<file path="config.mk">
export PLATFORM = sky130hd
export DESIGN_NAME = serial_addsub_ctrl_flat
export DESIGN_NICKNAME = d
export VERILOG_FILES = /design/src/rtl/serial_addsub_ctrl_pkg.sv /design/src/rtl/serial_addsub_ctrl_if.sv /design/src/rtl/serial_addsub_ctrl_fulladder.sv /design/src/rtl/serial_addsub_ctrl.sv /design/src/flat_wrapper.sv
export SDC_FILE = /design/constraint.sdc
export NUM_CORES = 1
export LEC_CHECK = 0
export BUFFER_PORTS_ARGS = -buffer_cell sky130_fd_sc_hd__clkbuf_2
export CAP_MARGIN = 20
export CORE_MARGIN = 2
export CORE_UTILIZATION = 50
export CTS_CLUSTER_SIZE = 25
export DETAILED_ROUTE_END_ITERATION = 8
export PLACE_DENSITY = 0.73
export REMOVE_ABC_BUFFERS = 1
export SYNTH_ARGS = -nofsm -noshare
export SYNTH_HDL_FRONTEND = slang
export SYNTH_SLANG_ARGS = --single-unit
</file>
<file path="constraint.sdc">
create_clock -name clk -period 2.3 [get_ports clk]
set_clock_uncertainty 0.05 [all_clocks]
set_input_delay 0.23 -clock clk [delete_from_list [all_inputs] [get_ports clk]]
set_output_delay 0.23 -clock clk [all_outputs]
set_load 0.03 [all_outputs]
</file>
<file path="src/rtl/serial_addsub_ctrl_pkg.sv">
// rtl/serial_addsub_ctrl_pkg.sv - shared state encodings for the serial add/sub sequencer
package serial_addsub_ctrl_pkg;

  typedef logic [1:0] state_t;

  localparam state_t ST_IDLE = 2'd0;
  localparam state_t ST_RUN  = 2'd1;
  localparam state_t ST_DONE = 2'd2;

endpackage

</file>
<file path="src/rtl/serial_addsub_ctrl_if.sv">
// rtl/serial_addsub_ctrl_if.sv - operand/result handshake bundle for the serial add/sub sequencer
interface serial_addsub_ctrl_if #(
  parameter int WIDTH = 8
);

  logic             in_valid;
  logic             in_ready;
  logic [WIDTH-1:0] a;
  logic [WIDTH-1:0] b;
  logic             sub;
  logic             out_valid;
  logic             out_ready;
  logic [WIDTH-1:0] result;
  logic             cout;
  logic             ovf;

  modport master (
    output in_valid, a, b, sub, out_ready,
    input  in_ready, out_valid, result, cout, ovf
  );

  modport slave (
    input  in_valid, a, b, sub, out_ready,
    output in_ready, out_valid, result, cout, ovf
  );

endinterface

</file>
<file path="src/rtl/serial_addsub_ctrl_fulladder.sv">
// rtl/serial_addsub_ctrl_fulladder.sv - 1-bit full adder cell
module serial_addsub_ctrl_fulladder (
  input  logic a,
  input  logic b,
  input  logic cin,
  output logic sum,
  output logic cout
);

  assign sum  = a ^ b ^ cin;
  assign cout = (a & b) | (cin & (a ^ b));

endmodule

</file>
<file path="src/rtl/serial_addsub_ctrl.sv">
// rtl/serial_addsub_ctrl.sv - bit-serial adder/subtractor sequencer around one full adder cell
module serial_addsub_ctrl
  import serial_addsub_ctrl_pkg::*;
#(
  parameter int WIDTH = 8
) (
  input  logic                 clk,
  input  logic                 rst_n,
  serial_addsub_ctrl_if.slave  bus
);

  localparam int CNT_W = (WIDTH > 1) ? $clog2(WIDTH) : 1;
  localparam int SR_W  = WIDTH - 1;

  state_t           state;
  logic [WIDTH-1:0] op_a;
  logic [WIDTH-1:0] op_b;
  logic [SR_W-1:0]  sum_sr;
  logic             carry;
  logic [CNT_W-1:0] bitcnt;
  logic [WIDTH-1:0] result_q;
  logic             cout_q;
  logic             ovf_q;
  logic             fa_sum;
  logic             fa_cout;
  logic             last_bit;

  serial_addsub_ctrl_fulladder u_fa (
    .a    (op_a[0]),
    .b    (op_b[0]),
    .cin  (carry),
    .sum  (fa_sum),
    .cout (fa_cout)
  );

  assign last_bit = (bitcnt == CNT_W'(WIDTH - 1));

  assign bus.in_ready  = (state == ST_IDLE);
  assign bus.out_valid = (state == ST_DONE);
  assign bus.result    = result_q;
  assign bus.cout      = cout_q;
  assign bus.ovf       = ovf_q;

  always_ff @(posedge clk or negedge rst_n) begin
    if (!rst_n) begin
      state    <= ST_IDLE;
      op_a     <= '0;
      op_b     <= '0;
      sum_sr   <= '0;
      carry    <= 1'b0;
      bitcnt   <= '0;
      result_q <= '0;
      cout_q   <= 1'b0;
      ovf_q    <= 1'b0;
    end else begin
      case (state)
        ST_IDLE: begin
          if (bus.in_valid) begin
            op_a   <= bus.a;
            // subtraction is A + ~B + 1: invert B here, the +1 rides in on the carry
            op_b   <= bus.b ^ {WIDTH{bus.sub}};
            carry  <= bus.sub;
            bitcnt <= '0;
            state  <= ST_RUN;
          end
        end

        ST_RUN: begin
          // the low WIDTH-1 sum bits collect here; the MSB joins them when the result is latched
          sum_sr <= SR_W'({fa_sum, sum_sr} >> 1);
          carry  <= fa_cout;
          op_a   <= op_a >> 1;
          op_b   <= op_b >> 1;
          if (last_bit) begin
            result_q <= {fa_sum, sum_sr};
            cout_q   <= fa_cout;
            ovf_q    <= carry ^ fa_cout;
            state    <= ST_DONE;
          end else begin
            bitcnt <= bitcnt + 1'b1;
          end
        end

        ST_DONE: begin
          if (bus.out_ready) begin
            state <= ST_IDLE;
          end
        end

        default: begin
          state <= ST_IDLE;
        end
      endcase
    end
  end

endmodule

</file>
<file path="src/flat_wrapper.sv">
// flat-port wrapper written by rule: the top's interface ports become plain ports
module serial_addsub_ctrl_flat import serial_addsub_ctrl_pkg::*;
#(
  parameter int WIDTH = 8
)
  (clk, rst_n, bus_in_valid, bus_a, bus_b, bus_sub, bus_out_ready, bus_in_ready, bus_out_valid, bus_result, bus_cout, bus_ovf);
  serial_addsub_ctrl_if #(.WIDTH(WIDTH)) bus_i ();
  input  logic clk;
  input  logic rst_n;
  input wire logic [$bits(bus_i.in_valid)-1:0] bus_in_valid;
  input wire logic [$bits(bus_i.a)-1:0] bus_a;
  input wire logic [$bits(bus_i.b)-1:0] bus_b;
  input wire logic [$bits(bus_i.sub)-1:0] bus_sub;
  input wire logic [$bits(bus_i.out_ready)-1:0] bus_out_ready;
  output wire logic [$bits(bus_i.in_ready)-1:0] bus_in_ready;
  output wire logic [$bits(bus_i.out_valid)-1:0] bus_out_valid;
  output wire logic [$bits(bus_i.result)-1:0] bus_result;
  output wire logic [$bits(bus_i.cout)-1:0] bus_cout;
  output wire logic [$bits(bus_i.ovf)-1:0] bus_ovf;
  assign bus_i.in_valid = bus_in_valid;
  assign bus_i.a = bus_a;
  assign bus_i.b = bus_b;
  assign bus_i.sub = bus_sub;
  assign bus_i.out_ready = bus_out_ready;
  assign bus_in_ready = bus_i.in_ready;
  assign bus_out_valid = bus_i.out_valid;
  assign bus_result = bus_i.result;
  assign bus_cout = bus_i.cout;
  assign bus_ovf = bus_i.ovf;
  serial_addsub_ctrl #(.WIDTH(WIDTH)) u_core (.clk(clk), .rst_n(rst_n), .bus(bus_i));
endmodule
</file>
==> results of run 1 <==
[metal layers]
layer	vias up	GRT usage (%)	wire length, um
met2	35	31.0	1700
met1	643	21.9	1460
li1	625	-	-
met5	-	0	0
met4	0	7.45	51
met3	6	5.90	182
[critical path, cell delays in order (launching register included)]
cell,delay (ns)
dfrtp_1,0.66
buf_4,0.27
nand2b_1,0.09
inv_1,0.05
clkbuf_2,0.19
[registers in the layout, indices dropped and copies added, names as in the netlist]
name	count
u_core.bitcnt	3
u_core.bus.ovf	1
u_core.bus.result	8
u_core.op_b	8
u_core.carry	1
u_core.op_a	8
u_core.state	2
u_core.sum_sr	7
u_core.bus.cout	1
[per-stage QoR]
step,utilization (%),hold slack (ns),std cells
global route,60.1,0.0864,239
floorplan,-,-0.116,147
finish,60.1,0.0231,239
global placement,56.3,0.352,231
CTS,60.1,0.0449,239
detailed placement,56.3,0.365,231
[cell families after synthesis]
| logic type | synth area share, % |
|---|---|
| muxes | 10.4 |
| and+or+nand+nor | 8.32 |
| xor gates and xnor gates | 4.29 |
| AOI/OAI and AO/OA | 17.2 |
| DFF | 53.2 |
| adders and majority gates | 2.45 |
| buffers and inverters | 4.16 |
[cells in the final DEF (no fill, tap or decap)]
cell	instances
buf_4	4
clkbuf_8	5
a22oi_1	11
mux2_2	17
a22o_1	2
xnor2_1	8
nand3b_1	1
a21o_1	1
dfrtp_1	39
nand2b_1	3
inv_1	6
nand2_1	6
xor2_1	1
and2b_1	5
clkbuf_2	32
o211ai_1	3
or3b_1	1
nor2b_1	8
fa_1	1
o21ai_0	12
nor2_1	2
a21oi_1	10
ha_1	2
clkinvlp_4	1
o32ai_1	4
bufinv_16	2
a221o_1	4
[final timing paths]
path | startpoint | to | slack (ns) | cells past startpoint
setup / recovery | u_core.state[1] | bus_out_valid | 0.46 | 4
hold / removal | rst_n | u_core.bus.result[7] | 0.02 | 1
setup reg to reg | u_core.bitcnt[0] | u_core.bus.result[7] | 0.55 | 4
hold reg to reg | u_core.bus.result[1] | u_core.bus.result[1] | 0.46 | 1
max in group asynchronous | rst_n | u_core.op_b[7] | 1.59 | 1
min in group clk | bus_out_ready | u_core.state[1] | 0.09 | 2
[synthesized netlist by cell type (4+ instances only)]
cell type,n,area [um^2]
xnor2_1,8,70.1
mux2_2,17,191
nand2_1,6,22.5
nor2b_1,8,50.1
dfrtp_1,39,976
buf_2,7,35.0
inv_1,6,22.5
a22oi_1,11,82.6
and2b_1,5,37.5
a221o_1,4,40.0
o21ai_0,12,60.1
a21oi_1,10,50.1
o32ai_1,4,35.0
[cell type report]
class,instances,area (um^2)
flip-flops and latches,39,976
multi-input cells,102,783
clock inverters,3,67.6
inverters,6,22.5
clock buffers,5,68.8
fillers,328,1440
well taps,48,60.1
repair buffers,36,190
[report_power, final]
part,internal (mW),switching [mW],leakage (nW),total [mW]
combinational,0.548,0.614,0.455,1.16
sequential,0.996,0.240,0.490,1.24
clock,0.432,0.238,0.0644,0.670
==> flow_summary.yaml, run 1 <==
status:
  status: "finished, final reports clean"
sta:
  relSlewSlack_pct: 36.8
  fin_crit_sh_pct: 80.1
  worst_slew_pin_slew_ns: 0.948
  max_freq_ghz: 0.543
  setup_violations: 0
  setup_ws_ns: 0.458
  period_minus_slack_ns: 1.84
  finalHoldViolCount: 0
  report.final.slew_viol_count: 0
  timing.setup.tns_ns: 0
  grt_setup_unrepaired: "false"
worst_setup_path:
  cp-start-kind: "flip-flop"
  end_kind: "output port"
  path_max_fanout: 15
  worstSetupPathType: "reg -> out"
  cp.required_ns: 2.02
  arrival_ns: 1.56
routing:
  wirelength_mm: 3.40
  post_drt_wl_per_cell_um: 14.2
  drtPass1Iterations: 4
  drt-initial-drc-count: 46
  drtAntennaViolNets: 0
  drc: 0
  via_per_inst: 5.48
  via_count: 1309
clock_network:
  cts-hold-fix-buffers: 0
  clk_pin_slew_ns: 0.08
  clkLatencyLatePin_ns: 0.29
  htree_levels: 2
  ctsRootBufferMaster: "clkbuf_8"
  cts_max_path_buffers: 2
  cts_buffers: 5
  cts_tree: "yes"
  cts.sinks: 39
  post_cts_resized: 0
  post_cts_buffers: 0
pwr:
  p_leak_nw: 1.01
  peakVddDrop_uv: 820
  total_power_mw: 3.07
  power_density_mw_per_mm2: 1420
floorplanning:
  fp.dieW_um: 64.6
  rows: 22
  die_h_um: 64.6
  ioPinCount: 33
  die_area_mm2: 0.00417
  initial_utilization_pct: 50.9
  core_area_mm2: 0.00361
cells_and_area:
  n_antenna_cell: 0
  drive_above_1_share_pct: 31.9
  syn2layout_area_growth_pct: 18.1
  fin_nets: 214
  design_area_mm2: 0.00217
synth:
  yosysWarnings: 0
  ys_async_sr_fraction_pct: 100
  syn_inst: 158
  syn-cell-area_mm2: 0.00184
  synth_flop_cell: "dfrtp_1"
  netlist-cell-type-count: 25
  ys_seq_area_share_pct: 53.2
  postSynthAreaPerCell_um2: 11.6
  ys_ff_latch: 39
  synth_edf_count: 0
run:
  maxCapViolations: 0
grt:
  grt_max_degree: 40
  grt_antenna_before_repair: 0
  grt_pass1_wl_mm: 5.79
  grt_overflow_total: 0
  grt_usage_pct: 18.4
  grt_pass1_vias: 1281
place:
  dpl_worst_slack_ns: 0.544
  hpwl_mm: 2.40
  portBuffers: 32
  placedInstanceArea_mm2: 0.00203
  place_congestion: 0.766
hold_path:
  hp-class: "in -> async"
No activity file was read; power rests on OpenSTA's default activity.
==> run 2: changes to the inputs <==
ABC_AREA = 1   (was default)
PLACE_DENSITY = 0.72   (was 0.73)
clock period = 1.75 ns   (was 2.3 ns; I/O delays follow)
==> flow_summary.yaml, run 2 <==
sta:
  worst_slew_pin_slew_ns: 0.484
  setup_violations: 0
  grt_setup_unrepaired: "false"
  period_minus_slack_ns: 1.54
  fin_crit_sh_pct: 87.9
  relSlewSlack_pct: 67.7
  finalHoldViolCount: 0
  max_freq_ghz: 0.650
  timing.setup.tns_ns: 0
  report.final.slew_viol_count: 0
cells_and_area:
  syn2layout_area_growth_pct: 15.8
  utilization_pct: 60.0
  fin_nets: 303
  drive_above_1_share_pct: 18.6
  final_common_cell: "nand2_1"
  n_antenna_cell: 0
  final_cell_mix: "120 x nand2_1, 39 x dfrtp_1, 32 x clkbuf_2, 25 x nand3_1, 19 x inv_1"
  design_area_mm2: 0.00220
synth:
  synth.largest_area_cell: "dfrtp_1"
  syn_inst: 243
  postSynthAreaPerCell_um2: 7.81
  synthSimpleGateAreaFrac_pct: 32.2
  netlist-cell-type-count: 17
  synth_top_family_by_area: "simple AND/OR/NAND/NOR gates"
  yosysWarnings: 0
  post_synth_mux_area_share_pct: 0
  synthAdderAreaFrac_pct: 2.37
  ys_async_sr_fraction_pct: 100
  ys_top_cells_by_count: "120 x nand2_1, 39 x dfrtp_1, 25 x nand3_1, 19 x inv_1, 10 x o21ai_0"
  synth_flop_cell: "dfrtp_1"
  synth.top_cell.area_share_pct: 51.4
  synth_compound_gate_area_share_pct: 4.94
  synth_edf_count: 0
  synth_xor_area_share_pct: 0.923
  synth_area_leaders: "dfrtp_1 51%, nand2_1 24%, nand3_1 6.6%"
  synth_most_common_cell: "nand2_1"
  ys_seq_area_share_pct: 51.4
  ys_ff_latch: 39
  syn-cell-area_mm2: 0.00190
clock_network:
  clk_pin_slew_ns: 0.07
  clkLatencyLatePin_ns: 0.29
  cts_max_path_buffers: 2
  ctsRootBufferMaster: "clkbuf_8"
  cts_buffers: 5
  post_cts_buffers: 0
  cts_tree: "yes"
  cts.sinks: 39
  htree_levels: 2
  post_cts_resized: 0
pwr:
  pwr-share-seq_pct: 39.7
  p_switching_mw: 1.61
  pwr-share-comb_pct: 43.0
  switching_share_pct: 42.0
  power_density_mw_per_mm2: 1740
  p_leak_nw: 1.27
  internal_power_mw: 2.21
  peakVddDrop_uv: 844
  p_clk_share_pct: 17.2
status:
  status: "finished, final reports clean"
worst_setup_path:
  r2r-start: "u_core.bitcnt[0]"
  worstSetupPathType: "reg -> out"
  reg2reg_depth: 4
  r2r-end: "u_core.state[1]"
  arrival_ns: 1.31
  cp.required_ns: 1.52
  path_max_fanout: 16
  end_kind: "output port"
  reg2reg_slack_ns: 0.37
  cp-start-kind: "flip-flop"
grt:
  grt_max_degree: 40
  grt_pass1_wl_mm: 6.46
  grt_pass1_vias: 1548
  grt_antenna_before_repair: 0
  grt_usage_pct: 19.6
  grt_overflow_total: 0
floorplanning:
  fp.dieW_um: 65.6
  die_h_um: 65.6
  core_area_mm2: 0.00366
  initial_utilization_pct: 51.8
  rows: 22
  ioPinCount: 33
  die_area_mm2: 0.00430
place:
  placedInstanceArea_mm2: 0.00209
  portBuffers: 32
  place_congestion: 0.800
  hpwl_mm: 2.45
routing:
  drtPass1Iterations: 4
  routed-wl-met2_mm: 1.68
  wirelength_mm: 3.54
  drc: 0
  drt-initial-drc-count: 114
  via_count: 1588
  routed.top_layer: "met4"
  met1Wirelength_mm: 1.66
  post_drt_wl_per_cell_um: 10.8
  wl_met3_um: 130
  drtAntennaViolNets: 0
  via_per_inst: 4.84
hold_path:
  hold_end: "u_core.state[1]"
  min-delay-start: "bus_out_ready"
  hold_path_depth: 2
  hp-class: "in -> reg"
run:
  maxCapViolations: 0
==> run 2: cell types whose count changed in the layout (fill, tap and decap cells not counted), moves of 5 or more <==
cell,previous run,this run
a21oi_1,10,0
nand2_1,6,120
inv_1,6,19
and2b_1,5,0
nand3_1,0,25
xnor2_1,8,0
a22oi_1,11,0
nor2b_1,8,0
mux2_2,17,0
==> run 2: through the flow <==
step / hold WS [ns] / instances / setup WS, ns / total power, mW
floorplan: -0.171 / 233 / -0.0530 / 2.69
global placement: 0.205 / 319 / 0.407 / 3.15
detailed placement: 0.214 / 319 / 0.370 / 3.20
CTS: 0.00899 / 328 / 0.209 / 3.87
global route: 0.0182 / 328 / 0.145 / 4.20
finish: 0.0124 / 328 / 0.212 / 3.82
==> run 2: worst max path at each step <==
stage / from / to / slack, ns / depth (start not counted)
global placement: u_core.bitcnt[0] / u_core.state[1] / 0.41 / 4
finish: u_core.state[0] / bus_out_valid / 0.21 / 3
global route: u_core.state[0] / bus_out_valid / 0.14 / 3
floorplan: u_core.state[0] / u_core.bitcnt[0] / -0.05 / 4
detailed placement: u_core.bitcnt[0] / u_core.state[1] / 0.37 / 4
CTS: u_core.state[0] / bus_out_valid / 0.21 / 3
==> run 2: power groups by stage <==
stage	Sequential (mW)	Combinational (mW)	Clock [mW]
2_1_floorplan	1.71	0.981	0
3_3_place_gp	1.52	1.62	0
3_5_place_dp	1.53	1.67	0
4_1_cts	1.52	1.68	0.677
5_1_grt	1.56	1.92	0.713
6_report	1.52	1.64	0.658
==> run 2: cell type report <==
type | count | area, um^2
tap | 48 | 60.1
timing repair buffer | 39 | 215
fill | 350 | 1460
inverter | 21 | 78.8
sequential | 39 | 976
clock buffer | 8 | 100
multi-input combinational | 173 | 768
==> run 2: critical path: stages, from the launching register on <==
cell and delay (ns):
dfrtp_1 0.46, buf_4 0.24, nor2_1 0.11, clkbuf_2 0.21
==> run 2: repair_timing <==
| item | in CTS | in global routing |
|---|---|---|
| setup endpoints to repair | 0 | 0 |
| endpoints found under the hold margin | 39 | 0 |
| hold buffers | 1 | 0 |
==> run 2: cells by family after synthesis <==
group / after synthesis
AO/OA/AOI/OAI: 16
adder cells (fa/ha/maj): 3
XOR/XNOR: 2
buffers and inverters: 31
AND/OR/NAND/NOR: 152
flip-flops: 39
==> run 2: metal layers <==
layer	track usage, %	up-vias
li1	-	826
met1	23.5	729
met2	34.2	26
met3	4.28	7
met4	7.81	0
met5	0	-
